[config.mk]
export PLATFORM = sky130hd
export DESIGN_NAME = ws2811_serialiser_flat
export DESIGN_NICKNAME = d
export VERILOG_FILES = /design/src/rtl/ws2811_pkg.sv /design/src/rtl/ws2811_serialiser_if.sv /design/src/rtl/ws2811_bit_encoder.sv /design/src/rtl/ws2811_serialiser.sv /design/src/flat_wrapper.sv
export SDC_FILE = /design/constraint.sdc
export NUM_CORES = 1
export LEC_CHECK = 0
export ABC_AREA = 1
export CORE_MARGIN = 2
export CORE_UTILIZATION = 50
export CTS_CLUSTER_SIZE = 25
export DETAILED_ROUTE_END_ITERATION = 10
export PLACE_DENSITY = 0.78
export SYNTH_ARGS = -nofsm -noshare
export SYNTH_HDL_FRONTEND = slang
export SYNTH_HIERARCHICAL = 1
export SYNTH_SLANG_ARGS = --single-unit
[constraint.sdc]
create_clock -name clk -period 2.2 [get_ports clk]
set_clock_uncertainty 0.1 [all_clocks]
set_input_delay 0.22 -clock clk [delete_from_list [all_inputs] [get_ports clk]]
set_output_delay 0.22 -clock clk [all_outputs]
set_load 0.02 [all_outputs]
[src/rtl/ws2811_pkg.sv]
// rtl/ws2811_pkg.sv - shared timing constants, state and colour-order encodings for the WS2811 serialiser
package ws2811_pkg;

   localparam int T0H_50MHZ   = 13;
   localparam int T1H_50MHZ   = 30;
   localparam int TBIT_50MHZ  = 63;
   localparam int RESET_50MHZ = 2600;

   localparam int COLOR_RGB = 0;
   localparam int COLOR_GRB = 1;

   typedef enum logic {
      GAP  = 1'b0,
      SEND = 1'b1
   } state_t;

   // One counter serves both the latch gap and the bit period, so size it for the larger.
   function automatic int cnt_width(input int reset_cycles, input int tbit_cycles);
      int w;
      w = 12;
      if ($clog2(reset_cycles) > w) w = $clog2(reset_cycles);
      if ($clog2(tbit_cycles) > w) w = $clog2(tbit_cycles);
      return w;
   endfunction

   function automatic logic [23:0] pack_pixel(input int order, input logic [7:0] r,
                                              input logic [7:0] g, input logic [7:0] b);
      return (order == COLOR_GRB) ? {g, r, b} : {r, g, b};
   endfunction

endpackage

[src/rtl/ws2811_serialiser_if.sv]
// rtl/ws2811_serialiser_if.sv - colour fetch and strip output signals of the WS2811 serialiser
interface ws2811_serialiser_if;

   logic       enable;
   logic [7:0] red;
   logic [7:0] green;
   logic [7:0] blue;
   logic [7:0] ledindex;
   logic       dout;
   logic       busy;
   logic       frame_done;

   modport master (
      input  enable, red, green, blue,
      output ledindex, dout, busy, frame_done
   );

   modport slave (
      output enable, red, green, blue,
      input  ledindex, dout, busy, frame_done
   );

endinterface

[src/rtl/ws2811_bit_encoder.sv]
// rtl/ws2811_bit_encoder.sv - WS2811 bit waveform: registered data line and end-of-bit strobe
module ws2811_bit_encoder #(
   parameter int T0H_CYCLES  = 13,
   parameter int T1H_CYCLES  = 30,
   parameter int TBIT_CYCLES = 63,
   parameter int CW          = 12
) (
   input  logic          clk,
   input  logic          reset,
   input  logic [CW-1:0] cnt,
   input  logic          active_d,
   input  logic [CW-1:0] cnt_d,
   input  logic          bit_d,
   output logic          dout,
   output logic          bit_end
);

   assign bit_end = (cnt == CW'(TBIT_CYCLES - 1));

   // Fed with next-cycle values so the registered line lines up with the counter it describes.
   always_ff @(posedge clk or posedge reset) begin
      if (reset) begin
         dout <= 1'b0;
      end else begin
         dout <= active_d && (cnt_d < (bit_d ? CW'(T1H_CYCLES) : CW'(T0H_CYCLES)));
      end
   end

endmodule

[src/rtl/ws2811_serialiser.sv]
// rtl/ws2811_serialiser.sv - frame sequencer: prefetches pixel colours and streams 24-bit WS2811 words
module ws2811_serialiser
   import ws2811_pkg::*;
#(
   parameter int NUM_LEDS     = 50,
   parameter int T0H_CYCLES   = T0H_50MHZ,
   parameter int T1H_CYCLES   = T1H_50MHZ,
   parameter int TBIT_CYCLES  = TBIT_50MHZ,
   parameter int RESET_CYCLES = RESET_50MHZ,
   parameter int COLOR_ORDER  = COLOR_RGB
) (
   input  logic                 clk,
   input  logic                 reset,
   ws2811_serialiser_if.master  bus
);

   localparam int CW = cnt_width(RESET_CYCLES, TBIT_CYCLES);

   state_t        state_q, state_d;
   logic [CW-1:0] cnt_q, cnt_d;
   logic [23:0]   shift_q, shift_d;
   logic [4:0]    bit_q, bit_d;
   logic [7:0]    pix_q, pix_d;
   logic [7:0]    idx_q, idx_d;
   logic          fd_q, fd_d;
   logic          bit_end;
   logic [23:0]   pixel_in;
   logic [8:0]    idx_inc;
   logic [7:0]    idx_wrap;

   assign pixel_in = pack_pixel(COLOR_ORDER, bus.red, bus.green, bus.blue);
   assign idx_inc  = {1'b0, idx_q} + 9'd1;
   assign idx_wrap = (idx_inc == 9'(NUM_LEDS)) ? 8'd0 : idx_inc[7:0];

   always_ff @(posedge clk or posedge reset) begin
      if (reset) begin
         state_q <= GAP;
         cnt_q   <= '0;
         shift_q <= '0;
         bit_q   <= '0;
         pix_q   <= '0;
         idx_q   <= '0;
         fd_q    <= 1'b0;
      end else begin
         state_q <= state_d;
         cnt_q   <= cnt_d;
         shift_q <= shift_d;
         bit_q   <= bit_d;
         pix_q   <= pix_d;
         idx_q   <= idx_d;
         fd_q    <= fd_d;
      end
   end

   always_comb begin
      state_d = state_q;
      cnt_d   = cnt_q;
      shift_d = shift_q;
      bit_d   = bit_q;
      pix_d   = pix_q;
      idx_d   = idx_q;
      fd_d    = 1'b0;
      case (state_q)
         GAP: begin
            idx_d = 8'd0;
            if (cnt_q != CW'(RESET_CYCLES - 1)) begin
               cnt_d = cnt_q + CW'(1);
            end else if (bus.enable) begin
               // ledindex moves on as soon as pixel 0 is captured: the prefetch window is a whole pixel.
               shift_d = pixel_in;
               idx_d   = (NUM_LEDS == 1) ? 8'd0 : 8'd1;
               pix_d   = 8'd0;
               bit_d   = 5'd0;
               cnt_d   = '0;
               state_d = SEND;
            end
         end
         SEND: begin
            if (!bit_end) begin
               cnt_d = cnt_q + CW'(1);
            end else begin
               cnt_d   = '0;
               shift_d = {shift_q[22:0], 1'b0};
               bit_d   = bit_q + 5'd1;
               if (bit_q == 5'd23) begin
                  bit_d = 5'd0;
                  if (pix_q == 8'(NUM_LEDS - 1)) begin
                     state_d = GAP;
                     idx_d   = 8'd0;
                     fd_d    = 1'b1;
                  end else begin
                     shift_d = pixel_in;
                     pix_d   = pix_q + 8'd1;
                     idx_d   = idx_wrap;
                  end
               end
            end
         end
         default: state_d = GAP;
      endcase
   end

   always_comb begin
      bus.busy       = (state_q == SEND);
      bus.ledindex   = idx_q;
      bus.frame_done = fd_q;
   end

   ws2811_bit_encoder #(
      .T0H_CYCLES (T0H_CYCLES),
      .T1H_CYCLES (T1H_CYCLES),
      .TBIT_CYCLES(TBIT_CYCLES),
      .CW         (CW)
   ) u_bit_encoder (
      .clk     (clk),
      .reset   (reset),
      .cnt     (cnt_q),
      .active_d(state_d == SEND),
      .cnt_d   (cnt_d),
      .bit_d   (shift_d[23]),
      .dout    (bus.dout),
      .bit_end (bit_end)
   );

endmodule

[src/flat_wrapper.sv]
// flat-port wrapper written by rule: the top's interface ports become plain ports
module ws2811_serialiser_flat import ws2811_pkg::*;
#(
   parameter int NUM_LEDS     = 50,
   parameter int T0H_CYCLES   = T0H_50MHZ,
   parameter int T1H_CYCLES   = T1H_50MHZ,
   parameter int TBIT_CYCLES  = TBIT_50MHZ,
   parameter int RESET_CYCLES = RESET_50MHZ,
   parameter int COLOR_ORDER  = COLOR_RGB
)
  (clk, reset, bus_enable, bus_red, bus_green, bus_blue, bus_ledindex, bus_dout, bus_busy, bus_frame_done);
  ws2811_serialiser_if bus_i ();
  input  logic clk;
  input  logic reset;
  input wire logic [$bits(bus_i.enable)-1:0] bus_enable;
  input wire logic [$bits(bus_i.red)-1:0] bus_red;
  input wire logic [$bits(bus_i.green)-1:0] bus_green;
  input wire logic [$bits(bus_i.blue)-1:0] bus_blue;
  output wire logic [$bits(bus_i.ledindex)-1:0] bus_ledindex;
  output wire logic [$bits(bus_i.dout)-1:0] bus_dout;
  output wire logic [$bits(bus_i.busy)-1:0] bus_busy;
  output wire logic [$bits(bus_i.frame_done)-1:0] bus_frame_done;
  assign bus_i.enable = bus_enable;
  assign bus_i.red = bus_red;
  assign bus_i.green = bus_green;
  assign bus_i.blue = bus_blue;
  assign bus_ledindex = bus_i.ledindex;
  assign bus_dout = bus_i.dout;
  assign bus_busy = bus_i.busy;
  assign bus_frame_done = bus_i.frame_done;
  ws2811_serialiser #(.NUM_LEDS(NUM_LEDS), .T0H_CYCLES(T0H_CYCLES), .T1H_CYCLES(T1H_CYCLES), .TBIT_CYCLES(TBIT_CYCLES), .RESET_CYCLES(RESET_CYCLES), .COLOR_ORDER(COLOR_ORDER)) u_core (.clk(clk), .reset(reset), .bus(bus_i));
endmodule
==> results.toml, run 1 <==
[power]
p_total_mw = 2.13
switchingPower_mw = 0.452
p_leak_nw = 2.02
clock_power_share_pct = 44.1
switching_share_pct = 21.2
seq_power_share_pct = 52.0
irDropWorstVdd_mv = 0.355
intPower_mw = 1.68
pwr-share-comb_pct = 3.9
power_density_nw_per_um2 = 494

[detailed_routing]
post-route-drc-count = 0
via_count = 3244
vias_per_cell = 5.47
ant_nets = 0
wl_per_cell_um = 14.2
firstDrtPassIters = 5
drtIter0Drc = 191
wirelength_mm = 8.42

[layout]
layout-drive-gt1-share_pct = 13.5
antenna_cells = 0
fin_nets = 544
finish.utilization_pct = 64.2
fillers = 550
area_growth_pct = 24.9
instances_no_fill = 593

[min_path]
whs_path_depth = 3
hp-class = "input pin to register"

[run_status]
status = "finished with violations"
violations = "setup timing"

[timing]
hold_violations = 0
period_share_pct = 102
timing.final.crit_period_ns = 2.24
hold_slack_ns = 0.328
worst_pin_slew_ns = 0.596
grt_setup_unrepaired = "yes"
relSlewSlack_pct = 60.0
setup_violations = 1
fin_tns_setup_ns = -0.0381
report.final.slew_viol_count = 0
fmax_mhz = 447
finalWorstSetupSlack_ns = -0.0381

[synthesis]
syn_inst = 451
ys.flop_type = "dfrtp_1"
async_flop_share_pct = 100
ys_ff_latch = 60
avgSynthCellArea_um2 = 7.65
synth_area_leaders = "dfrtp_1, nand2_1, inv_1, nand3_1, nor2_1"
synth-seq-area-share_pct = 43.5
syn-num-nets = 486
synth_edf_count = 0
yosysTopAreaCell = "dfrtp_1"
syn_area_um2 = 3450
yosysTopAreaCellShare_pct = 43.5
yosys_warnings = 6
synth_cell_type_count = 33

[global_route]
first_global_vias = 3183
grt_max_degree = 42
grt_use_total_pct = 23.1
grt_overflow = 0
antenna_found_initial = 0
grt_first_pass_wirelength_mm = 13.8

[clocking]
clk_pin_slew_worst_paths_ns = 0.07
numCtsBuffers = 9
cts_tree = "yes"
clkLatencyLatePin_ns = 0.34
cts_max_level = 3
clk_path_buf_depth = 2
cts.sinks = 60
cts_root_buf = "clkbuf_8"

[critical_path]
arrival_ns = 2.38
end_kind = "register"
worst-path-max-fanout = 5
ff2ff_path_depth = 14
cp.required_ns = 2.34
startpoint_type = "register"
critPathKind = "register to register"

[place]
dp_hpwl_mm = 5.90
io_buffers = 37
dp_cells = 575
place_congestion = 0.914

[floorplanning]
num_rows = 30
initial_core_util_pct = 51.4
io-pin-count = 38
die_w_um = 87.1
core_um2 = 6720
die_h_um = 87.1
die_area_um2 = 7580

[flow_run]
maxCapViolations = 0
final timing paths:
| path | start | end | slack [ns] |
|---|---|---|---|
| setup / recovery | u_core/cnt_q[0] | u_core/u_bit_encoder/dout | -0.04 |
| hold / removal | bus_blue[0] | u_core/shift_q[0] | 0.33 |
| setup reg to reg | u_core/cnt_q[0] | u_core/u_bit_encoder/dout | -0.04 |
| hold reg to reg | u_core/shift_q[0] | u_core/shift_q[0] | 0.38 |
| max in group asynchronous | reset | u_core/pix_q[0] | 0.76 |
| min in group asynchronous | reset | u_core/u_bit_encoder/dout | 0.51 |
Yosys cell counts (2+ instances only):
library cell  instances
ha_1                  8
nor3b_1               3
o22ai_1               3
nor3_1                6
nor3_4                2
nand3_1              35
buf_2                 3
nand2_1             123
a21oi_1              13
nand4_1              13
nand2_2               4
o21ai_0              23
nor2_1               44
dfrtp_1              60
xnor2_1               2
buf_4                 6
inv_2                 5
o211ai_1             20
inv_1                58
xor2_1                7
layout by cell type, fill, tap and decap left out, types with 3 or more instances in the layout:
cell type        instances
dfrtp_1                 58
nand4_1                 13
nand2_1                118
o211ai_1                20
nor3_1                   5
inv_2                    6
nand3_2                  3
nand3_1                 32
nor2_1                  41
o21ai_1                  3
nand2_4                  3
xor2_1                   7
clkdlybuf4s50_1         37
a21oi_1                 13
nand2_2                  7
o21ai_0                 20
buf_4                   17
ha_1                     6
o22ai_1                  3
inv_1                   56
clkbuf_8                13
nor3_4                   3
nor3b_1                  3
kinds of logic after synthesis:
logic type,after synthesis,synth area share (%)
and+or+nand+nor,239,31.6
AOI/OAI and AO/OA,62,10.8
buffers and inverters,73,8.92
adders and majority gates,8,2.90
xor gates and xnor gates,9,2.28
DFF,60,43.5
stage by stage:
step                area [um^2]  worst slack [ns]
floorplan                  3450            0.0299
global placement           4000            0.0452
detailed placement         4000           -0.0365
CTS                        4220           0.00542
global route               4310            -0.209
finish                     4310           -0.0381
layout make-up:
class / count / area, um^2 / share of cell area [%]
multi-input cells: 318 / 1730 / 40.2
flip-flops and latches: 60 / 1500 / 34.9
repair buffers: 57 / 548 / 12.7
inverters: 63 / 239 / 5.54
clock buffers: 14 / 183 / 4.24
well taps: 80 / 100 / 2.32
clock inverters: 1 / 5.00 / 0.116
flip-flops by register name, summed over array words and instances, names as in the netlist:
signal / cells
u_core/shift_q: 24
u_core/cnt_q: 12
u_core/bus.ledindex: 8
u_core/pix_q: 8
u_core/bit_q: 5
u_core/bus.busy: 1
u_core/bus.frame_done: 1
u_core/u_bit_encoder/dout: 1
worst max-delay path, cell delays in order, from the launching register on:
cell	delay (ns)
dfrtp_1	0.41
ha_2	0.21
nand2_2	0.07
inv_2	0.09
nand3_2	0.09
nor2_4	0.17
nand2_4	0.09
nand2_2	0.08
nand2_2	0.08
nand2_1	0.09
o21ai_1	0.09
ha_1	0.28
o21ai_0	0.09
a21oi_1	0.14
nor2_1	0.05
metal layers:
metal | part of all wire, % | GRT usage [%] | vias to the layer above | routed length, um
met5 | 0 | 0 | - | 0
met4 | 2.4 | 10.2 | 0 | 200
met3 | 5.9 | 5.02 | 22 | 495
met2 | 51 | 39.9 | 109 | 4330
met1 | 40 | 27.5 | 1523 | 3390
li1 | - | - | 1590 | -
power groups by stage:
| stage | sequential [mW] | combinational (mW) | clock (mW) |
|---|---|---|---|
| finish | 1.11 | 0.0837 | 0.940 |
| global route | 1.11 | 0.0934 | 1.00 |
| CTS | 1.11 | 0.0859 | 0.950 |
| detailed placement | 1.13 | 0.0846 | 0 |
| global placement | 1.13 | 0.0846 | 0 |
| floorplan | 1.13 | 0.0206 | 0 |
what timing repair did:
action / in CTS / in global routing
gates resized for setup: 5 / 22
hold buffers: 1 / 0
pin swaps: 0 / 6
cloned: 0 / 0
hold endpoints to repair: 1 / 0
endpoints found under the setup margin: 15 / 10
buffers inserted: 0 / 2
No activity file was read; power rests on OpenSTA's default activity.
==> run 2, diff against run 1 <==
--- a/config.mk
+++ b/config.mk
@@ -10,7 +10,9 @@
 export CORE_UTILIZATION = 50
 export CTS_CLUSTER_SIZE = 25
 export DETAILED_ROUTE_END_ITERATION = 10
-export PLACE_DENSITY = 0.78
+export DONT_BUFFER_PORTS = 1
+export PLACE_DENSITY = 0.71
+export RECOVER_POWER = 25
 export SYNTH_ARGS = -nofsm -noshare
 export SYNTH_HDL_FRONTEND = slang
 export SYNTH_HIERARCHICAL = 1
==> run 2 against run 1 <==
  * The flow still finishes with violations (setup timing)
  * Via count fell by 1.2%
  * Register-to-register slack barely moved
  * First-iteration DRC count fell by 3.1%
  * Flip-flop and latch count did not move
  * Final area fell by 1.9%
  * Sequential share of layout area rose by 0.63 points
  * Global-route usage rose by 1.4 points
  * Final cell count fell by 1.2%
  * Critical endpoint unchanged
  * Largest cell class unchanged
==> results.toml, run 2 (synthesis results as in run 1) <==
[run_status]
status = "finished with violations"
violations = "setup timing"

[layout]
final_common_cell = "nand2_1"
layout-drive-gt1-share_pct = 13.6
area_growth_pct = 22.5
fillers = 525
fin_area_um2 = 4230
finish.utilization_pct = 62.9
regMostFlops = "u_core/shift_q"
antenna_cells = 0
fin_nets = 536
largest_reg_flops = 24
reg_top3 = "u_core/shift_q (24), u_core/cnt_q (12)"
final_cell_mix = "nand2_1, dfrtp_1, inv_1"

[critical_path]
ff2ff_path_depth = 14
worst-path-max-fanout = 4
critPathKind = "register to register"
cp.required_ns = 2.33
arrival_ns = 2.36
startpoint_type = "register"
cpPeakStageDelay_ns = 0.41
cp_cell_sequence = "ha_2 > nand2_1 > inv_2 > nand3_1 > nor4_4 > nand4_1 > nand3_2 > inv_1 > ha_1 > nand2_1 > inv_1 > nand2_1 > a21oi_1 > nor2_1"
cp_common_cell = "nand2_1"
end_kind = "register"
slowest_stage = "dfrtp_1"

[timing]
relSlewSlack_pct = 34.9
setup_violations = 1
fin_tns_setup_ns = -0.0318
worst_pin_slew_ns = 0.975
finalWorstSetupSlack_ns = -0.0318
timing.final.crit_period_ns = 2.23
fmax_mhz = 448
report.final.slew_viol_count = 0
period_share_pct = 101
hold_violations = 0
grt_setup_unrepaired = "yes"

[global_route]
first_global_vias = 3221
grtUsageMet3_pct = 6.92
gr-max-usage-layer = "met2"
grt_first_pass_wirelength_mm = 14.5
grt_use_total_pct = 24.5
met1_usage_pct = 29.4
grt_max_degree = 35
use_met2_pct = 41.6
grt_overflow = 0
antenna_found_initial = 0

[clocking]
clkLatencyLatePin_ns = 0.34
cts_tree = "yes"
cts_root_buf = "clkbuf_8"
clk_pin_slew_worst_paths_ns = 0.07
cts_max_level = 3
cts.sinks = 60
clk_path_buf_depth = 2
numCtsBuffers = 9

[detailed_routing]
via_count = 3206
wl_per_cell_um = 14.5
ant_nets = 0
vias_per_cell = 5.47
post-route-drc-count = 0
wirelength_mm = 8.50
firstDrtPassIters = 4
drtIter0Drc = 185

[place]
dp_hpwl_mm = 5.76
io_buffers = 0
placed_area_um2 = 3680
place_congestion = 0.928

[min_path]
hp-class = "input pin to register"
whs_path_depth = 3

[floorplanning]
die_area_um2 = 7580
num_rows = 30
io-pin-count = 38
initial_core_util_pct = 51.4
die_w_um = 87.1
core_um2 = 6720
die_h_um = 87.1

[flow_run]
maxCapViolations = 0

[power]
p_leak_nw = 2.00
irDropWorstVdd_mv = 0.698
power_density_nw_per_um2 = 554
run 2: cell count changes in the layout (fill, tap and decap cells not counted), moves of 3 or more:
cell,previous run,this run
nor2_1,41,44
clkdlybuf4s50_1,37,0
buf_4,17,23
dlygate4sd3_1,1,24
run 2: stage by stage:
stage | total power, mW | cells | hold slack, ns | setup slack (ns)
floorplan | 1.15 | 451 | -0.151 | 0.0299
CTS | 2.36 | 585 | 0.0264 | 0.0129
global placement | 1.16 | 544 | -0.145 | 0.0146
finish | 2.34 | 586 | 0.0324 | -0.0318
global route | 2.43 | 586 | 0.0401 | -0.160
detailed placement | 1.16 | 544 | -0.148 | -0.108
run 2: repair_timing:
item	4_1_cts	5_1_grt
hold buffers	24	0
pin swaps	1	4
endpoints found under the hold margin	49	0
endpoints found under the setup margin	1	18
resized for setup	8	11
buffers inserted	1	1
run 2: power by group:
| part | switching [mW] | internal [mW] | leakage (nW) |
|---|---|---|---|
| Combinational | 0.0335 | 0.0321 | 1.18 |
| Clock | 0.439 | 0.732 | 0.116 |
| Sequential | 0.00109 | 1.11 | 0.707 |
run 2: final timing paths:
path / from / slack [ns] / to
worst max-delay path: u_core/cnt_q[0] / -0.03 / u_core/u_bit_encoder/dout
worst min-delay path: bus_enable / 0.03 / u_core/cnt_q[11]
min in group asynchronous: reset / 0.07 / u_core/u_bit_encoder/dout
worst min register to register: u_core/bit_q[4] / 0.39 / u_core/bit_q[4]
max in group asynchronous: reset / 0.43 / u_core/shift_q[11]
worst max register to register: u_core/cnt_q[0] / -0.03 / u_core/u_bit_encoder/dout
run 2: worst max-delay path: cells and delay by family, from the launching register on:
kind | cells | cell delay (ns)
simple gates | 8 | 0.81
fa+ha+maj | 2 | 0.46
flops | 1 | 0.41
buf+inv | 3 | 0.20
compound gates | 1 | 0.13
run 2: routing by layer:
metal	vias up	routed length, um
met3	17	484
met5	-	0
met1	1507	3630
li1	1573	-
met2	109	4240
met4	0	140
run 2: area by class of cell:
class                           instances  area (um^2)  area share (%)
Inverter                               63          241            5.71
Clock buffer                           13          169            3.99
Timing Repair Buffer                   49          440            10.4
Sequential cell                        60         1500            35.5
Clock inverter                          3         67.6            1.60
Multi-Input combinational cell        318         1710            40.4
Tap cell                               80          100            2.37
